<file path="config.mk">
export PLATFORM = sky130hd
export DESIGN_NAME = key_debounce_ctrl
export DESIGN_NICKNAME = d
export VERILOG_FILES = /design/src/rtl/key_debounce_ctrl.sv
export SDC_FILE = /design/constraint.sdc
export NUM_CORES = 1
export LEC_CHECK = 0
export ABC_AREA = 1
export BUFFER_PORTS_ARGS = -buffer_cell sky130_fd_sc_hd__buf_2
export CAP_MARGIN = 15
export CORE_UTILIZATION = 55
export DETAILED_ROUTE_END_ITERATION = 10
export GPL_TIMING_DRIVEN = 0
export PLACE_DENSITY = 0.87
export RECOVER_POWER = 50
export SYNTH_ARGS = -nofsm -noshare
export SYNTH_HDL_FRONTEND = slang
export SYNTH_SLANG_ARGS = --single-unit
</file>
<file path="constraint.sdc">
create_clock -name clk -period 2.84 [get_ports clk]
set_input_delay 0.568 -clock clk [delete_from_list [all_inputs] [get_ports clk]]
set_output_delay 0.568 -clock clk [all_outputs]
set_load 0.1 [all_outputs]
</file>
<file path="src/rtl/key_debounce_ctrl.sv">
// key_debounce_ctrl: per-key synchronise and debounce, press-event pending/mask registers
// with a level interrupt and a four-word register file.
module key_debounce_ctrl #(
   parameter int N_KEYS     = 8,
   parameter int DB_CNT     = 1000,
   parameter int ACTIVE_LOW = 1
) (
   input  logic              clk,
   input  logic              reset,
   input  logic [N_KEYS-1:0] key_in,
   input  logic [1:0]        addr,
   input  logic              we,
   input  logic [31:0]       wdata,
   output logic [31:0]       rdata,
   output logic              irq
);
   localparam int CW = $clog2(DB_CNT + 1);
   localparam logic [CW-1:0] LAST = CW'(DB_CNT - 1);
   localparam logic [31:0] INFO = {16'd0, 8'(DB_CNT >= 256 ? 255 : DB_CNT), 8'(N_KEYS)};

   logic [N_KEYS-1:0] p, s1_q, s_q, d_q, d_d, dp_q, pend_q, pend_d, mask_q, mask_d, clr;
   logic [CW-1:0]     cnt_q [N_KEYS];
   logic [CW-1:0]     cnt_d [N_KEYS];
   logic              irq_q;
   logic              unused_wdata;

   assign p = (ACTIVE_LOW != 0) ? ~key_in : key_in;
   assign unused_wdata = ^wdata;

   always_comb begin
      for (int i = 0; i < N_KEYS; i++) begin
         cnt_d[i] = (s_q[i] == d_q[i] || cnt_q[i] == LAST) ? '0 : cnt_q[i] + CW'(1);
         d_d[i]   = (s_q[i] != d_q[i] && cnt_q[i] == LAST) ? s_q[i] : d_q[i];
      end
   end

   // d_q & ~dp_q is the press event one cycle after d rises; it beats a same-cycle W1C
   assign clr    = (we && addr == 2'd1) ? wdata[N_KEYS-1:0] : '0;
   assign pend_d = (pend_q & ~clr) | (d_q & ~dp_q);
   assign mask_d = (we && addr == 2'd2) ? wdata[N_KEYS-1:0] : mask_q;

   always_ff @(posedge clk) begin
      if (reset) begin
         s1_q   <= '0;
         s_q    <= '0;
         d_q    <= '0;
         dp_q   <= '0;
         pend_q <= '0;
         mask_q <= '0;
         irq_q  <= 1'b0;
         for (int i = 0; i < N_KEYS; i++) cnt_q[i] <= '0;
      end else begin
         s1_q   <= p;
         s_q    <= s1_q;
         d_q    <= d_d;
         dp_q   <= d_q;
         pend_q <= pend_d;
         mask_q <= mask_d;
         irq_q  <= |(pend_q & mask_q);
         cnt_q  <= cnt_d;
      end
   end

   assign irq   = irq_q;
   assign rdata = (addr == 2'd0) ? 32'(d_q) :
                  (addr == 2'd1) ? 32'(pend_q) :
                  (addr == 2'd2) ? 32'(mask_q) : INFO;
endmodule

</file>
==> flow_metrics.py, run 1 <==
metrics = {
    "status": {
        "outcome": "finished, final reports clean",
    },
    "critical_path": {
        "crit_path_end_kind": "output port",
        "cpMaxStageDelayCell": "buf_2",
        "crit_buf_inv": 4,
        "timing.critical_path.max_delay_family": "buffers and inverters",
        "crit_type": "in -> out",
        "slowest_delay_ns": 0.48,
        "worst_ep_arrival_time_ns": 1.96,
        "cp.required_ns": 2.27,
        "path_max_fanout": 10,
        "startpoint_type": "input port",
        "cp_cell_sequence": "clkbuf_1 > inv_1 > nor2_4 > buf_4 > nand2_1 > o211ai_1 > buf_2",
    },
    "clock_network": {
        "cts.path.max_buffers": 2,
        "path_clk_slew_ns": 0.06,
        "cts.sinks": 129,
        "htree_levels": 4,
        "ctsResizeCount": 0,
        "cts_buffers": 17,
        "post_cts_buffers": 0,
        "clk_latency_ns": 0.51,
        "cts_hold_buf": 0,
        "tritoncts": "done",
        "cts_root_buf": "clkbuf_8",
    },
    "detailed_routing": {
        "dr_wl_met3_um": 576,
        "dr.first_iter.drc_count": 271,
        "ant_nets": 0,
        "detail_route.first_pass.iterations": 5,
        "wl_met2_um": 5500,
        "route.detailed.drc": 0,
        "highest_layer": "met4",
        "vias_per_cell": 4.93,
        "wl_met1_um": 4880,
        "post_drt_wl_per_cell_um": 11.2,
        "drt_wl_total_um": 11100,
        "vias": 4888,
    },
    "final_layout": {
        "fin_nets": 898,
        "areaGrowthSynthToFinish_pct": 16.9,
        "stdcell_count": 991,
        "fin_util": 0.669,
        "fillerInstances": 803,
        "n_antenna_cell": 0,
        "drive_gt1_frac": 0.126,
        "design_area_sq_um": 6600,
    },
    "timing": {
        "tightestPinTransition_ns": 0.595,
        "rsz0062_at_grt": "no",
        "skew_ns": 0.00548,
        "maxSlewHeadroom": 0.603,
        "fin_tns_setup_ns": 0,
        "report.final.slew_viol_count": 0,
        "final_hold_viol_count": 0,
        "fmax_mhz": 396,
        "setup_ws_ns": 0.316,
        "fin_crit_ns": 2.52,
        "whs_ns": 0.207,
        "finalSetupViolations": 0,
        "post-route-period-util": 0.889,
    },
    "place": {
        "dp.cells": 959,
        "post-dp-hpwl_um": 7330,
        "gp_congestion": 0.845,
        "placed_area_sq_um": 6050,
        "dp_slack_ns": 0.471,
        "io_buffers": 35,
    },
    "grt": {
        "grt_usage": 0.223,
        "grt_pass1_vias": 4258,
        "antenna_found_initial": 0,
        "grt_overflow": 0,
        "grt_pass1_wl_um": 18300,
        "grt_max_degree": 17,
    },
    "pwr": {
        "power.density_nw_per_um2": 637,
        "power.leakage_nw": 2.71,
        "power_mw": 4.21,
        "vdd_drop_max_mv": 0.423,
    },
    "worst_hold_path": {
        "hold_class": "in -> reg",
    },
    "synthesis": {
        "ys.flop_type": "dfxtp_1",
        "synth_cell_types": 31,
        "yosysSeqAreaShare": 0.457,
        "synth_area_per_cell_sq_um": 7.28,
        "synth_area_sq_um": 5650,
        "synth_edf_count": 0,
        "syn-instance-count": 776,
        "async_flop_share": 0,
        "yosysWarnings": 0,
        "synth_seq_cells": 129,
    },
    "die": {
        "core_area_sq_um": 9860,
        "ios": 78,
        "dieArea_sq_um": 10700,
        "die_w_um": 103,
        "die_h_um": 103,
        "rows": 36,
        "initial_core_util": 0.573,
    },
    "job": {
        "maxCapViolations": 0,
    },
}
cells in the final DEF, fill, tap and decap left out, types with 16 or more instances in the layout:
| cell type | netlist | layout |
|---|---|---|
| buf_4 | 24 | 24 |
| nand2_1 | 146 | 151 |
| buf_2 | 2 | 36 |
| conb_1 | 1 | 16 |
| nor2_1 | 175 | 175 |
| a21oi_1 | 41 | 41 |
| clkbuf_16 | 0 | 16 |
| nand3_1 | 49 | 49 |
| inv_1 | 88 | 88 |
| dfxtp_1 | 129 | 129 |
| xnor2_1 | 17 | 17 |
| o21ai_0 | 20 | 19 |
power by group:
| group | switching [mW] | internal (mW) | total [mW] |
|---|---|---|---|
| clock network | 0.796 | 1.29 | 2.09 |
| logic | 0.224 | 0.0577 | 0.282 |
| registers | 0.0109 | 1.83 | 1.84 |
| total | 1.03 | 3.18 | 4.21 |
state kept, by name (all words and copies together), names as in the netlist:
name	cells
dp_q	8
pend_q	8
cnt_q	80
s1_q	8
mask_q	8
irq	1
s_q	8
d_q	8
worst paths after layout:
check / startpoint / cells after the start / to / slack, ns
setup reg to reg: cnt_q[30] / 8 / cnt_q[34] / 1.38
hold reg to reg: s1_q[3] / 2 / s_q[3] / 0.40
setup / recovery: addr[0] / 7 / rdata[2] / 0.32
hold / removal: key_in[0] / 2 / s1_q[0] / 0.21
synthesized netlist by cell type, types with 3 or more instances:
cell type,number,area (sq um)
o211ai_1,7,52.6
a21oi_1,41,205
nand3_1,49,245
ha_1,8,100
dfxtp_1,129,2580
nor2_2,3,18.8
o21ai_0,20,100
nand2_1,146,548
nand3b_1,5,37.5
xnor2_1,17,149
clkbuf_1,4,15.0
nand4_1,14,87.6
xor2_1,12,105
nor2_1,175,657
inv_1,88,330
buf_4,24,180
buf_6,3,33.8
nand2_2,10,62.6
nor3_1,5,25.0
area by class of cell:
class / instances / area [sq um] / share of cell area
sequential: 129 / 2580 / 0.391
multi-input combinational: 539 / 2530 / 0.383
clock buffer: 19 / 442 / 0.0669
inverter: 90 / 343 / 0.0519
buffer: 33 / 231 / 0.0351
timing repair buffer: 35 / 174 / 0.0263
tap: 133 / 166 / 0.0252
clock inverter: 13 / 136 / 0.0207
metal layers:
metal  track usage  up-vias
li1              -     2537
met1         0.260     2216
met2         0.393      116
met3        0.0558       19
met4        0.0867        0
met5             0        -
kinds of logic after synthesis:
logic type               count (synthesis)  share of synthesized area
buffers and inverters                  123                      0.103
other                                    1                   0.000664
AND/OR/NAND/NOR                        413                      0.306
flip-flops                             129                      0.457
adder cells (fa/ha/maj)                  8                     0.0177
AO/OA/AOI/OAI                           73                     0.0700
XOR/XNOR                                29                     0.0450
Note: power is estimated with default switching activity, not from simulation.
==> inputs of run 2 (changes only) <==
--- a/config.mk
+++ b/config.mk
@@ -12,7 +12,7 @@
 export DETAILED_ROUTE_END_ITERATION = 10
 export GPL_TIMING_DRIVEN = 0
 export PLACE_DENSITY = 0.87
-export RECOVER_POWER = 50
+export RECOVER_POWER = 25
 export SYNTH_ARGS = -nofsm -noshare
 export SYNTH_HDL_FRONTEND = slang
 export SYNTH_SLANG_ARGS = --single-unit
==> run 2 against run 1 <==
Sequential share of layout area is 0.081 points lower. Design area up 0.21%. Via count increased by 0.23%. Largest power group unchanged. Clock skew is essentially flat. Sequential power about the same. Wire length is 0.34% higher. Power hardly changed. Flip-flop and latch count is the same. Highest routed layer unchanged. Hold slack lost 0.0022 ns. Critical path type unchanged. Clock power about the same.
==> flow_metrics.py, run 2 (synthesized netlist as in run 1, its figures left out) <==
metrics = {
    "die": {
        "die_w_um": 103,
        "dieArea_sq_um": 10700,
        "initial_core_util": 0.573,
        "die_h_um": 103,
        "ios": 78,
        "rows": 36,
        "core_area_sq_um": 9860,
    },
    "place": {
        "post-dp-hpwl_um": 7330,
        "dp.cells": 959,
        "gp_congestion": 0.845,
        "io_buffers": 35,
        "dp_slack_ns": 0.471,
        "placed_area_sq_um": 6050,
    },
    "detailed_routing": {
        "route.detailed.drc": 0,
        "dr.first_iter.drc_count": 273,
        "detail_route.first_pass.iterations": 5,
        "post_drt_wl_per_cell_um": 11.3,
        "vias_per_cell": 4.94,
        "ant_nets": 0,
        "vias": 4899,
        "drt_wl_total_um": 11200,
    },
    "clock_network": {
        "ctsResizeCount": 0,
        "cts_buffers": 17,
        "cts.path.max_buffers": 2,
        "post_cts_buffers": 0,
        "tritoncts": "done",
        "cts_root_buf": "clkbuf_8",
        "clk_latency_ns": 0.52,
        "cts.sinks": 129,
        "cts_hold_buf": 0,
        "path_clk_slew_ns": 0.06,
        "htree_levels": 4,
    },
    "worst_hold_path": {
        "hold_class": "in -> reg",
        "hold_path_depth": 2,
    },
    "final_layout": {
        "regMostFlops": "cnt_q",
        "areaGrowthSynthToFinish_pct": 17.1,
        "final_common_cell": "nor2_1",
        "stdcell_count": 991,
        "design_area_sq_um": 6620,
        "n_antenna_cell": 0,
        "fin_util": 0.671,
        "drive_gt1_frac": 0.133,
        "mostFrequentLayoutCells": "nor2_1, nand2_1, dfxtp_1, inv_1, nand3_1",
        "largest_reg_flops": 80,
        "fin_nets": 898,
    },
    "timing": {
        "skew_ns": 0.00511,
        "setup_ws_ns": 0.440,
        "tightestPinTransition_ns": 0.628,
        "finalSetupViolations": 0,
        "post-route-period-util": 0.845,
        "rsz0062_at_grt": "no",
        "fin_tns_setup_ns": 0,
        "report.final.slew_viol_count": 0,
        "whs_ns": 0.204,
        "final_hold_viol_count": 0,
        "maxSlewHeadroom": 0.581,
        "fmax_mhz": 417,
        "fin_crit_ns": 2.40,
    },
    "critical_path": {
        "worst_ep_arrival_time_ns": 1.83,
        "timing.critical_path.max_delay_family": "buffers and inverters",
        "startpoint_type": "input port",
        "crit_top_cell": "buf_2",
        "crit_path_end_kind": "output port",
        "rr_worst_depth": 6,
        "path_max_fanout": 10,
        "crit_buf_inv": 4,
        "cpMaxStageDelayCell": "buf_2",
        "cp_cell_sequence": "buf_2 > inv_1 > nor2_4 > buf_4 > nand2_1 > o211ai_1 > buf_2",
        "cp.required_ns": 2.27,
        "worst-path-stages": 7,
        "crit_type": "in -> out",
        "slowest_delay_ns": 0.48,
    },
    "grt": {
        "grt_max_degree": 17,
        "antenna_found_initial": 0,
        "grt_overflow": 0,
        "grt_pass1_vias": 4258,
        "grt_pass1_wl_um": 18300,
        "grt_usage": 0.223,
    },
    "pwr": {
        "power_mw": 4.21,
        "power.density_nw_per_um2": 637,
        "vdd_drop_max_mv": 0.424,
        "power.leakage_nw": 2.71,
    },
    "status": {
        "outcome": "finished, final reports clean",
    },
    "job": {
        "maxCapViolations": 0,
    },
}
-- run 2: per-layer routing --
| layer | track usage | wire length [um] | up-vias |
|---|---|---|---|
| met4 | 0.0867 | 191 | 0 |
| li1 | - | - | 2537 |
| met5 | 0 | 0 | - |
| met2 | 0.393 | 5480 | 121 |
| met3 | 0.0558 | 560 | 23 |
| met1 | 0.260 | 4940 | 2218 |
-- run 2: path summary, 6_finish.rpt --
check | from | to | slack, ns
worst max-delay path | addr[0] | rdata[2] | 0.44
worst min-delay path | key_in[0] | s1_q[0] | 0.20
worst max register to register | cnt_q[0] | cnt_q[8] | 1.44
worst min register to register | s1_q[3] | s_q[3] | 0.40
-- run 2: layout make-up --
cell class / instances / area, sq um
multi-input cells: 539 / 2540
clock inverters: 13 / 136
repair buffers: 35 / 175
fillers: 797 / 3250
plain buffers: 33 / 231
inverters: 90 / 343
clock buffers: 19 / 442
well taps: 133 / 166
flip-flops and latches: 129 / 2580
-- run 2: worst register-to-register path: stages, from the launching register on --
cell and delay (ns):
dfxtp_1 0.41, ha_1 0.21, nand2_1 0.08, inv_1 0.08, nand4_1 0.20, nand2_2 0.22, a21oi_1 0.07
-- run 2: report_power, final --
part / total, mW / leakage, nW / internal [mW] / switching (mW)
clock network: 2.09 / 0.276 / 1.29 / 0.798
logic: 0.283 / 1.39 / 0.0583 / 0.225
registers: 1.84 / 1.04 / 1.83 / 0.0109
total: 4.21 / 2.71 / 3.18 / 1.03
==> inputs of run 3 (changes only) <==
--- a/config.mk
+++ b/config.mk
@@ -8,10 +8,10 @@
 export ABC_AREA = 1
 export BUFFER_PORTS_ARGS = -buffer_cell sky130_fd_sc_hd__buf_2
 export CAP_MARGIN = 15
-export CORE_UTILIZATION = 55
+export CORE_UTILIZATION = 52
 export DETAILED_ROUTE_END_ITERATION = 10
 export GPL_TIMING_DRIVEN = 0
-export PLACE_DENSITY = 0.87
+export PLACE_DENSITY = 0.86
 export RECOVER_POWER = 25
 export SYNTH_ARGS = -nofsm -noshare
 export SYNTH_HDL_FRONTEND = slang
==> constraint.sdc (replaced) <==
create_clock -name clk -period 2.08 [get_ports clk]
set_input_delay 0.416 -clock clk [delete_from_list [all_inputs] [get_ports clk]]
set_output_delay 0.416 -clock clk [all_outputs]
set_load 0.1 [all_outputs]
==> run 3 against run 2 <==
Sequential share of layout area increased by 0.27 points. Final cell count is the same. Flip-flop and latch count is the same. Design area down 0.68%. Die area is 5.7% higher. Non-clock buffer count unchanged.
==> flow_metrics.py, run 3 (synthesized netlist as in run 1, its figures left out) <==
metrics = {
    "timing": {
        "whs_ns": 0.0518,
        "skew_ns": 0.00709,
        "post-route-period-util": 0.946,
        "fin_crit_ns": 1.97,
        "fmax_mhz": 508,
        "rsz0062_at_grt": "no",
        "finalSetupViolations": 0,
        "tightestPinTransition_ns": 0.606,
        "final_hold_viol_count": 0,
        "report.final.slew_viol_count": 0,
        "maxSlewHeadroom": 0.596,
        "fin_tns_setup_ns": 0,
    },
    "final_layout": {
        "areaGrowthSynthToFinish_pct": 16.3,
        "largest_reg_flops": 80,
        "fin_nets": 898,
        "n_antenna_cell": 0,
        "design_area_sq_um": 6570,
        "regMostFlops": "cnt_q",
        "fillerInstances": 904,
        "final_common_cell": "nor2_1",
        "fin_util": 0.631,
        "drive_gt1_frac": 0.129,
        "mostFrequentLayoutCells": "nor2_1, nand2_1, dfxtp_1, inv_1, nand3_1",
    },
    "pwr": {
        "pwr-share-seq": 0.465,
        "vdd_drop_max_mv": 0.447,
        "p_clk_frac": 0.464,
        "p_comb_frac": 0.071,
        "power.leakage_nw": 2.69,
        "netSwitchingPower_mw": 1.31,
        "switching_share": 0.242,
        "internal-power_mw": 4.10,
        "power.density_nw_per_um2": 823,
    },
    "detailed_routing": {
        "drt_wl_total_um": 11000,
        "vias": 4843,
        "post_drt_wl_per_cell_um": 11.1,
        "vias_per_cell": 4.89,
        "ant_nets": 0,
        "detail_route.first_pass.iterations": 7,
        "dr.first_iter.drc_count": 257,
        "route.detailed.drc": 0,
    },
    "place": {
        "gp_congestion": 0.831,
        "placed_area_sq_um": 6060,
        "io_buffers": 35,
        "post-dp-hpwl_um": 7540,
    },
    "status": {
        "outcome": "finished, final reports clean",
    },
    "critical_path": {
        "startpoint_type": "flip-flop",
        "rr_worst_depth": 6,
        "r2r_slack_ns": 0.64,
        "startpoint": "d_q[6]",
        "crit_path_end_kind": "output port",
        "crit_type": "reg -> out",
        "timing.rr.start": "cnt_q[0]",
        "path_max_fanout": 4,
        "crit_end": "rdata[6]",
        "crit-reg2reg-capture": "cnt_q[5]",
        "worst_ep_arrival_time_ns": 1.55,
        "cp.required_ns": 1.66,
    },
    "job": {
        "maxCapViolations": 0,
    },
    "grt": {
        "grt_pass1_vias": 4392,
        "grt_overflow": 0,
        "antenna_found_initial": 0,
        "grt_usage": 0.205,
        "grt_pass1_wl_um": 18300,
        "grt_max_degree": 17,
    },
    "clock_network": {
        "cts_root_buf": "clkbuf_8",
        "path_clk_slew_ns": 0.06,
        "htree_levels": 4,
        "cts_buffers": 17,
        "tritoncts": "done",
        "clk_latency_ns": 0.52,
        "post_cts_buffers": 0,
        "cts_hold_buf": 0,
        "cts.path.max_buffers": 2,
        "cts.sinks": 129,
    },
    "die": {
        "rows": 37,
        "initial_core_util": 0.542,
        "die_h_um": 106,
        "core_area_sq_um": 10400,
        "ios": 78,
        "die_w_um": 106,
        "dieArea_sq_um": 11300,
    },
    "worst_hold_path": {
        "hold_class": "in -> reg",
    },
}
run 3: timing repair:
item,in CTS,in global routing
cloned,0,0
pin swaps,0,0
resized for setup,6,4
setup endpoints to repair,6,3
run 3: worst min-delay path by stage:
stage / from / endpoint / depth (start not counted)
final: key_in[5] / s1_q[5] / 2
after global routing: key_in[5] / s1_q[5] / 2
after CTS: key_in[5] / s1_q[5] / 2
after detailed placement: s1_q[0] / s_q[0] / 2
after global placement: s1_q[4] / s_q[4] / 2
after floorplan: s1_q[0] / s_q[0] / 2
run 3: worst max-delay path, stage by stage (launching register included):
cell and delay, ns:
dfxtp_1 0.36, inv_1 0.10, o211ai_1 0.30, buf_6 0.28
run 3: per-stage QoR:
stage,std cells,power (mW),worst slack [ns]
finish,991,5.41,0.111
detailed placement,962,2.95,-0.0318
CTS,991,5.45,0.0212
floorplan,791,2.89,-0.380
global placement,962,2.95,-0.0250
global route,991,5.59,0.0239
run 3: cell type report:
class	count	area [sq um]	area share
multi-input cells	539	2540	0.387
clock buffers	22	463	0.0704
clock inverters	7	37.5	0.00571
plain buffers	33	231	0.0352
repair buffers	35	199	0.0303
flip-flops and latches	129	2580	0.393
well taps	136	170	0.0259
inverters	90	343	0.0522
run 3: layer usage:
layer | global-route usage | up-vias | part of all wire
li1 | - | 2538 | -
met1 | 0.233 | 2180 | 0.44
met2 | 0.350 | 103 | 0.49
met3 | 0.0632 | 22 | 0.056
met4 | 0.0962 | 0 | 0.020
met5 | 0 | - | 0
run 3: power groups by stage:
stage	Sequential, mW	Combinational (mW)	Clock (mW)
4_1_cts	2.51	0.388	2.56
2_1_floorplan	2.56	0.324	0
3_5_place_dp	2.56	0.386	0
6_report	2.51	0.386	2.51
5_1_grt	2.51	0.407	2.67
3_3_place_gp	2.56	0.383	0
